$ cat config.mk
export PLATFORM = sky130hd
export DESIGN_NAME = ad9434_cap_sched
export DESIGN_NICKNAME = d
export VERILOG_FILES = /design/src/rtl/ad9434_pkg.sv /design/src/rtl/ad9434_dm_cmd_pack.sv /design/src/rtl/ad9434_cap_sched.sv
export SDC_FILE = /design/constraint.sdc
export NUM_CORES = 1
export LEC_CHECK = 0
export BUFFER_PORTS_ARGS = -buffer_cell sky130_fd_sc_hd__buf_2
export CELL_PAD_IN_SITES_DETAIL_PLACEMENT = 1
export CELL_PAD_IN_SITES_GLOBAL_PLACEMENT = 2
export CORE_ASPECT_RATIO = 1.2
export CORE_MARGIN = 2
export CORE_UTILIZATION = 38
export CTS_BUF_LIST = sky130_fd_sc_hd__clkbuf_4
export CTS_CLUSTER_DIAMETER = 80
export DETAILED_ROUTE_END_ITERATION = 8
export PLACE_DENSITY = 0.87
export SLEW_MARGIN = 20
export SYNTH_ARGS = -nofsm -noshare
export SYNTH_HDL_FRONTEND = slang
export SYNTH_SLANG_ARGS = --single-unit
$ cat constraint.sdc
create_clock -name dm_clk -period 4.4 [get_ports dm_clk]
set_input_delay 0.88 -clock dm_clk [delete_from_list [all_inputs] [get_ports dm_clk]]
set_output_delay 0.88 -clock dm_clk [all_outputs]
set_load 0.05 [all_outputs]
$ cat src/rtl/ad9434_pkg.sv
// Shared types and helpers for the AD9434 capture sequencer: FSM states,
// error codes, DataMover command/status layouts and small helper functions.
package ad9434_pkg;

   localparam int CMD_W = 72;
   localparam int STS_W = 8;

   typedef enum logic [2:0] {
      ST_IDLE      = 3'd0,
      ST_CMD       = 3'd1,
      ST_TRIG      = 3'd2,
      ST_WAIT_DONE = 3'd3,
      ST_WAIT_STS  = 3'd4,
      ST_NEXT      = 3'd5,
      ST_ERR       = 3'd6
   } state_e;

   typedef enum logic [2:0] {
      ERR_NONE    = 3'd0,
      ERR_CFG     = 3'd1,
      ERR_DONE_TO = 3'd2,
      ERR_STS_TO  = 3'd3,
      ERR_TAG     = 3'd4,
      ERR_DM      = 3'd5
   } err_code_e;

   // S2MM command word, MSB first: rsvd, tag, saddr, drr, eof, dsa, type, btt.
   typedef struct packed {
      logic [3:0]  rsvd;
      logic [3:0]  tag;
      logic [31:0] saddr;
      logic        drr;
      logic        eof;
      logic [5:0]  dsa;
      logic        cmd_type;
      logic [22:0] btt;
   } dm_cmd_t;

   // S2MM status byte: OKAY, SLVERR, DECERR, INTERR, tag.
   typedef struct packed {
      logic       okay;
      logic       slverr;
      logic       decerr;
      logic       interr;
      logic [3:0] tag;
   } dm_sts_t;

   // Start address of ring buffer idx.
   function automatic logic [31:0] buf_addr(input logic [31:0] base,
                                            input logic [31:0] stride,
                                            input logic [3:0]  idx);
      return base + ({28'd0, idx} * stride);
   endfunction

   // A status is bad when OKAY is missing or any error bit is set.
   function automatic logic sts_has_error(input dm_sts_t sts);
      return (!sts.okay) || sts.slverr || sts.decerr || sts.interr;
   endfunction

endpackage

$ cat src/rtl/ad9434_dm_cmd_pack.sv
// Packs the variable fields of one capture into a 72-bit S2MM write command
// (single INCR transfer, EOF set, no realignment).
module ad9434_dm_cmd_pack
   import ad9434_pkg::*;
(
   input  logic [22:0]      btt_i,
   input  logic [31:0]      saddr_i,
   input  logic [3:0]       tag_i,
   output logic [CMD_W-1:0] cmd_o
);

   dm_cmd_t cmd_s;

   // Fill the command struct; fixed fields are constants.
   always_comb begin
      cmd_s          = '0;
      cmd_s.btt      = btt_i;
      cmd_s.cmd_type = 1'b1;
      cmd_s.dsa      = 6'd0;
      cmd_s.eof      = 1'b1;
      cmd_s.drr      = 1'b0;
      cmd_s.saddr    = saddr_i;
      cmd_s.tag      = tag_i;
      cmd_s.rsvd     = 4'd0;
   end

   assign cmd_o = cmd_s;

endmodule

$ cat src/rtl/ad9434_cap_sched.sv
// AD9434 capture sequencer (DataMover clock domain): per capture it issues an
// S2MM write command into a ring of DDR buffers, triggers the data path, waits
// for capture done and S2MM status, then advances the buffer.
module ad9434_cap_sched
   import ad9434_pkg::*;
#(
   parameter int unsigned   BUF_NUM      = 4,
   parameter logic [31:0]   BUF_BASE     = 32'h1000_0000,
   parameter logic [31:0]   BUF_STRIDE   = 32'h0010_0000,
   parameter int unsigned   BYTES_PER_US = 800,
   parameter int unsigned   TRIG_W       = 4,
   parameter int unsigned   TO_CYCLES    = 1_000_000,
   localparam int unsigned  BIW          = $clog2(BUF_NUM)
) (
   input  logic             dm_clk,
   input  logic             dm_rst_n,
   input  logic             i_start,
   input  logic             i_stop,
   input  logic             i_clr_err,
   input  logic [15:0]      i_num_caps,
   input  logic [9:0]       i_us_capture,
   output logic             o_trig,
   input  logic             i_cap_done,
   output logic [CMD_W-1:0] o_s2mm_wr_cmd_tdata,
   output logic             o_s2mm_wr_cmd_tvalid,
   input  logic             i_s2mm_wr_cmd_tready,
   input  logic [STS_W-1:0] i_s2mm_sts_tdata,
   input  logic             i_s2mm_sts_tvalid,
   output logic             o_s2mm_sts_tready,
   output logic             o_busy,
   output logic [BIW-1:0]   o_buf_idx,
   output logic [15:0]      o_cap_cnt,
   output logic             o_err,
   output logic [2:0]       o_err_code,
   output logic             o_irq
);

   // Counter must also cover the trigger width, which reuses it.
   localparam int unsigned TO_W = $clog2(TO_CYCLES + TRIG_W);

   state_e          state_q, state_d;
   err_code_e       err_code_q, err_code_d;
   logic [TO_W-1:0] cnt_q, cnt_d;
   logic            stop_q, stop_d;
   logic [15:0]     num_caps_q, num_caps_d;
   logic [22:0]     btt_q, btt_d;
   logic [BIW-1:0]  buf_idx_q, buf_idx_d;
   logic [15:0]     cap_cnt_q, cap_cnt_d;
   logic            irq_d;
   logic            done_q;
   logic            trig_q, cmd_tvalid_q, sts_tready_q, busy_q, err_q, irq_q;
   logic [CMD_W-1:0] cmd_data_q;

   logic             cap_rise_s;
   logic             to_hit_s;
   logic             trig_last_s;
   dm_sts_t          sts_s;
   logic [31:0]      saddr_s;
   logic [CMD_W-1:0] cmd_pack_s;

   assign cap_rise_s  = i_cap_done & ~done_q;
   assign to_hit_s    = (cnt_q == TO_W'(TO_CYCLES - 1));
   assign trig_last_s = (cnt_q == TO_W'(TRIG_W - 1));
   assign sts_s       = i_s2mm_sts_tdata;
   assign saddr_s     = buf_addr(BUF_BASE, BUF_STRIDE, 4'(buf_idx_d));

   // Command is built from next-state fields so it is registered together with tvalid.
   ad9434_dm_cmd_pack u_cmd_pack (
      .btt_i   (btt_d),
      .saddr_i (saddr_s),
      .tag_i   (cap_cnt_d[3:0]),
      .cmd_o   (cmd_pack_s)
   );

   // FSM next state, run bookkeeping and error capture.
   always_comb begin
      state_d    = state_q;
      num_caps_d = num_caps_q;
      btt_d      = btt_q;
      buf_idx_d  = buf_idx_q;
      cap_cnt_d  = cap_cnt_q;
      err_code_d = err_code_q;
      irq_d      = 1'b0;
      case (state_q)
         ST_IDLE: begin
            if (i_start && !i_stop) begin
               num_caps_d = i_num_caps;
               btt_d      = 23'(i_us_capture * BYTES_PER_US);
               cap_cnt_d  = 16'd0;
               buf_idx_d  = '0;
               if (i_us_capture == 10'd0) begin
                  state_d    = ST_ERR;
                  err_code_d = ERR_CFG;
               end else begin
                  state_d = ST_CMD;
               end
            end else begin
               state_d = ST_IDLE;
            end
         end
         ST_CMD: begin
            if (cmd_tvalid_q && i_s2mm_wr_cmd_tready) begin
               state_d = ST_TRIG;
            end else begin
               state_d = ST_CMD;
            end
         end
         ST_TRIG: begin
            if (trig_last_s) begin
               state_d = ST_WAIT_DONE;
            end else begin
               state_d = ST_TRIG;
            end
         end
         ST_WAIT_DONE: begin
            if (cap_rise_s) begin
               state_d = ST_WAIT_STS;
            end else if (to_hit_s) begin
               state_d    = ST_ERR;
               err_code_d = ERR_DONE_TO;
            end else begin
               state_d = ST_WAIT_DONE;
            end
         end
         ST_WAIT_STS: begin
            if (sts_tready_q && i_s2mm_sts_tvalid) begin
               if (sts_has_error(sts_s)) begin
                  state_d    = ST_ERR;
                  err_code_d = ERR_DM;
               end else if (sts_s.tag != cap_cnt_q[3:0]) begin
                  state_d    = ST_ERR;
                  err_code_d = ERR_TAG;
               end else begin
                  state_d = ST_NEXT;
               end
            end else if (to_hit_s) begin
               state_d    = ST_ERR;
               err_code_d = ERR_STS_TO;
            end else begin
               state_d = ST_WAIT_STS;
            end
         end
         ST_NEXT: begin
            cap_cnt_d = (cap_cnt_q == 16'hFFFF) ? 16'hFFFF : (cap_cnt_q + 16'd1);
            buf_idx_d = buf_idx_q + BIW'(1);
            if (stop_q || ((num_caps_q != 16'd0) && (cap_cnt_d == num_caps_q))) begin
               state_d = ST_IDLE;
               irq_d   = 1'b1;
            end else begin
               state_d = ST_CMD;
            end
         end
         ST_ERR: begin
            if (i_clr_err) begin
               state_d    = ST_IDLE;
               err_code_d = ERR_NONE;
            end else begin
               state_d = ST_ERR;
            end
         end
         default: begin
            state_d = ST_IDLE;
         end
      endcase
   end

   // Sticky stop request: armed only mid-run, dropped whenever the run returns to IDLE.
   always_comb begin
      if (state_d == ST_IDLE) begin
         stop_d = 1'b0;
      end else if (i_stop && (state_q != ST_IDLE) && (state_q != ST_ERR)) begin
         stop_d = 1'b1;
      end else begin
         stop_d = stop_q;
      end
   end

   // Shared wait/trigger counter, restarted on every state change.
   always_comb begin
      if (state_d != state_q) begin
         cnt_d = '0;
      end else begin
         cnt_d = cnt_q + TO_W'(1);
      end
   end

   // State, run registers and registered outputs decoded from the next state.
   always_ff @(posedge dm_clk or negedge dm_rst_n) begin
      if (!dm_rst_n) begin
         state_q      <= ST_IDLE;
         err_code_q   <= ERR_NONE;
         cnt_q        <= '0;
         stop_q       <= 1'b0;
         num_caps_q   <= 16'd0;
         btt_q        <= 23'd0;
         buf_idx_q    <= '0;
         cap_cnt_q    <= 16'd0;
         done_q       <= 1'b0;
         trig_q       <= 1'b0;
         cmd_tvalid_q <= 1'b0;
         cmd_data_q   <= '0;
         sts_tready_q <= 1'b0;
         busy_q       <= 1'b0;
         err_q        <= 1'b0;
         irq_q        <= 1'b0;
      end else begin
         state_q      <= state_d;
         err_code_q   <= err_code_d;
         cnt_q        <= cnt_d;
         stop_q       <= stop_d;
         num_caps_q   <= num_caps_d;
         btt_q        <= btt_d;
         buf_idx_q    <= buf_idx_d;
         cap_cnt_q    <= cap_cnt_d;
         done_q       <= i_cap_done;
         trig_q       <= (state_d == ST_TRIG);
         cmd_tvalid_q <= (state_d == ST_CMD);
         cmd_data_q   <= (state_d == ST_CMD) ? cmd_pack_s : '0;
         sts_tready_q <= (state_d == ST_WAIT_STS) || (state_d == ST_ERR);
         busy_q       <= (state_d != ST_IDLE);
         err_q        <= (state_d == ST_ERR);
         irq_q        <= irq_d;
      end
   end

   assign o_trig               = trig_q;
   assign o_s2mm_wr_cmd_tdata  = cmd_data_q;
   assign o_s2mm_wr_cmd_tvalid = cmd_tvalid_q;
   assign o_s2mm_sts_tready    = sts_tready_q;
   assign o_busy               = busy_q;
   assign o_buf_idx            = buf_idx_q;
   assign o_cap_cnt            = cap_cnt_q;
   assign o_err                = err_q;
   assign o_err_code           = err_code_q;
   assign o_irq                = irq_q;

endmodule

==> results.txt <==
outcome - complete, no violations
Antenna Nets Post-Route - 0
WS Path Type - input port to register
Util after Layout - 43.1%
CTS clk-pin slew, worst paths - 130 ps
Final Net Count - 943
switch share - 48.3%
Final Max Tran Viols - 0
Post-synth EDFFs - 0
Hold Crit Class - input port to async pin
register area share after synthesis - 41.9%
pre-CTS setup slack - 204 ps
number of synthesized register bits - 120
Die X - 129 µm
syn_area_per_cell - 9.45 µm²
initial antenna violation count - 1
slack of the critical path - 792 ps
GRT Total Usage - 19.3%
H-tree levels - 4
# Post-CTS Setup Buffers - 0
core region area - 18600 µm²
crit path max fanout - 3
power density over cell area - 532 nW/µm²
Cells after Synth - 758
Power Total - 0.00428 W
Setup TNS - 0 ps
number of buffers created by CTS - 17
VDD IR max - 210 µV
crit path launch type - input port
IO Count - 141
vias in the first global route - 5975
max_slew headroom - 43.2%
clock network power share - 18.4%
Synth warnings - 0
Max Cap Viol - 0
Logic pwr share - 43.7%
# setup viols final - 0
Cell Area, Placed - 7760 µm²
Vias - 5698
hold_buf cts - 0
Final Hold Viols - 0
crit path time final - 3610 ps
FMAX - 277 MHz
gr ovfl total - 0
worst reg-to-reg path cell count - 10
NetSw - 0.00207 W
port buffer count - 100
worst-margin pin slew - 853 ps
hpwl dp - 13.6 mm
Routed Wire Length - 18.2 mm
pin count of the biggest net entering global routing - 64
most frequent cells in the layout - dfrtp_1 (120), nand2_1 (101), buf_2 (99)
Skew-Pair Late Insertion Delay - 550 ps
starting density of the core - 38.4%
CTS max path bufs - 2
RSZ-0062 raised after global routing - false
TritonRoute pass-1 iters - 6
post-CTS sizing - 0
worst clock skew - 23.5 ps
CTS tree - done
average wire per standard cell - 16.2 µm
share of layout cells above drive strength 1 - 21.1%
setup slack, reg-to-reg - 900 ps
FP Rows - 55
FFs w/ async S/R, synth - 100%
Yosys cell types - 70
Die H - 154 µm
P_leak - 4.10 nW
Reg power frac - 37.8%
reg2reg start - o_cap_cnt[1]
1st-iter DRT viols - 280
period utilisation layout - 82.0%
CP Data Required Time - 4850 ps
Vias/cell - 5.07
Synth Flop Type - dfrtp_1
first-pass GRT wire length - 30.3 mm
Pint - 0.00221 W
die area - 20000 µm²
post-synthesis cell area - 7170 µm²
design area - 8040 µm²
Setup crit end kind - register
DRC viols - 0
CTS Sinks - 120
most common cell after layout, fill and taps aside - dfrtp_1
FF-to-FF End - o_s2mm_wr_cmd_tdata[11]
CTS Root Cell - clkbuf_4
gpl congestion - 0.794
Critical Path AT - 4060 ps
area grow syn2layout - 12.1%
==> cell usage after synthesis, types with 4 or more instances <==
master / n / share of area (%)
a21o_1: 12 / 1.3
and2_4: 17 / 2.1
nor4_1: 15 / 1.3
clkbuf_1: 17 / 0.89
mux2_2: 4 / 0.63
nor3b_1: 4 / 0.42
a21oi_1: 24 / 1.7
inv_1: 36 / 1.9
or4_1: 4 / 0.42
dfrtp_1: 120 / 42
fa_1: 5 / 1.4
o21a_1: 5 / 0.52
xor2_1: 17 / 2.1
nand4_1: 17 / 1.5
and3_1: 12 / 1.0
nand3_1: 18 / 1.3
a311oi_1: 9 / 1.1
nor3_1: 7 / 0.49
buf_6: 4 / 0.63
and2_1: 16 / 1.4
ha_1: 42 / 7.3
xnor2_1: 23 / 2.8
nand2b_1: 6 / 0.52
buf_1: 4 / 0.21
buf_2: 4 / 0.28
mux2i_1: 6 / 0.84
or3_1: 5 / 0.44
or2_2: 5 / 0.44
o21ai_0: 24 / 1.7
nor2b_1: 8 / 0.70
nor2_1: 63 / 3.3
buf_4: 46 / 4.8
nand2_1: 101 / 5.3
a31oi_1: 7 / 0.61
==> logic make-up after synthesis <==
kind of cell	count (synthesis)	synth area share, %
AOI/OAI and AO/OA	113	11.0
xor gates and xnor gates	40	4.89
adders and majority gates	47	8.73
buffers and inverters	112	8.76
DFF	120	41.9
muxes	10	1.47
other	1	0.0523
and+or+nand+nor	315	23.2
==> worst max-delay path, stage by stage <==
cell and delay [ps]:
buf_2 100, inv_1 60, ha_1 290, ha_1 280, inv_1 60, fa_1 500
inv_1 40, ha_1 330, a21o_1 170, a21oi_1 220, o21ai_0 160, o41a_1 360
a31oi_1 210, xnor2_1 130, o21ai_0 110, and2_4 170
==> power groups by stage <==
stage / clock, W / sequential, W / combinational (W)
CTS: 0.000823 / 0.00162 / 0.00191
global route: 0.000878 / 0.00166 / 0.00206
global placement: 0 / 0.00163 / 0.00186
finish: 0.000788 / 0.00162 / 0.00187
floorplan: 0 / 0.00190 / 0.00116
detailed placement: 0 / 0.00164 / 0.00190
==> stage by stage <==
stage,cells,hold slack [ps]
global placement,1091,446
finish,1124,415
CTS,1123,380
detailed placement,1091,460
global route,1124,377
floorplan,797,433
==> worst max-delay path by stage <==
stage	startpoint	endpoint	slack, ps	cells past startpoint
CTS	i_us_capture[2]	o_s2mm_wr_cmd_tdata[19]	840	16
floorplan	i_us_capture[2]	o_s2mm_wr_cmd_tdata[19]	560	15
global placement	i_us_capture[2]	o_s2mm_wr_cmd_tdata[19]	280	16
finish	i_us_capture[2]	o_s2mm_wr_cmd_tdata[19]	790	16
detailed placement	i_us_capture[2]	o_s2mm_wr_cmd_tdata[19]	200	16
global route	i_us_capture[2]	o_s2mm_wr_cmd_tdata[19]	580	16
==> metal layers <==
metal	part of all wire (%)	up-vias	GRT usage, %
met5	0	-	0
met4	1.2	0	5.43
met3	4.4	15	4.95
met2	53	108	33.4
met1	42	2843	23.7
li1	-	2732	-
==> cell type report <==
class                      count  area (µm²)
sequential                   120        3000
clock buffer                  17         128
antenna                        1        2.50
fill                        2212       10600
multi-input combinational    565        3680
clock inverter                15         148
tap                          256         320
timing repair buffer         113         613
inverter                      37         139
==> sequential cells by signal (all words and copies together) (netlist names) <==
name                 cells
state_q                  3
o_trig                   1
stop_q                   1
o_busy                   1
o_err_code               3
o_s2mm_wr_cmd_tdata     30
o_buf_idx                2
o_cap_cnt               16
btt_q                   23
done_q                   1
o_err                    1
o_s2mm_sts_tready        1
num_caps_q              16
o_irq                    1
cnt_q                   20
No activity file was read; power rests on OpenSTA's default activity.
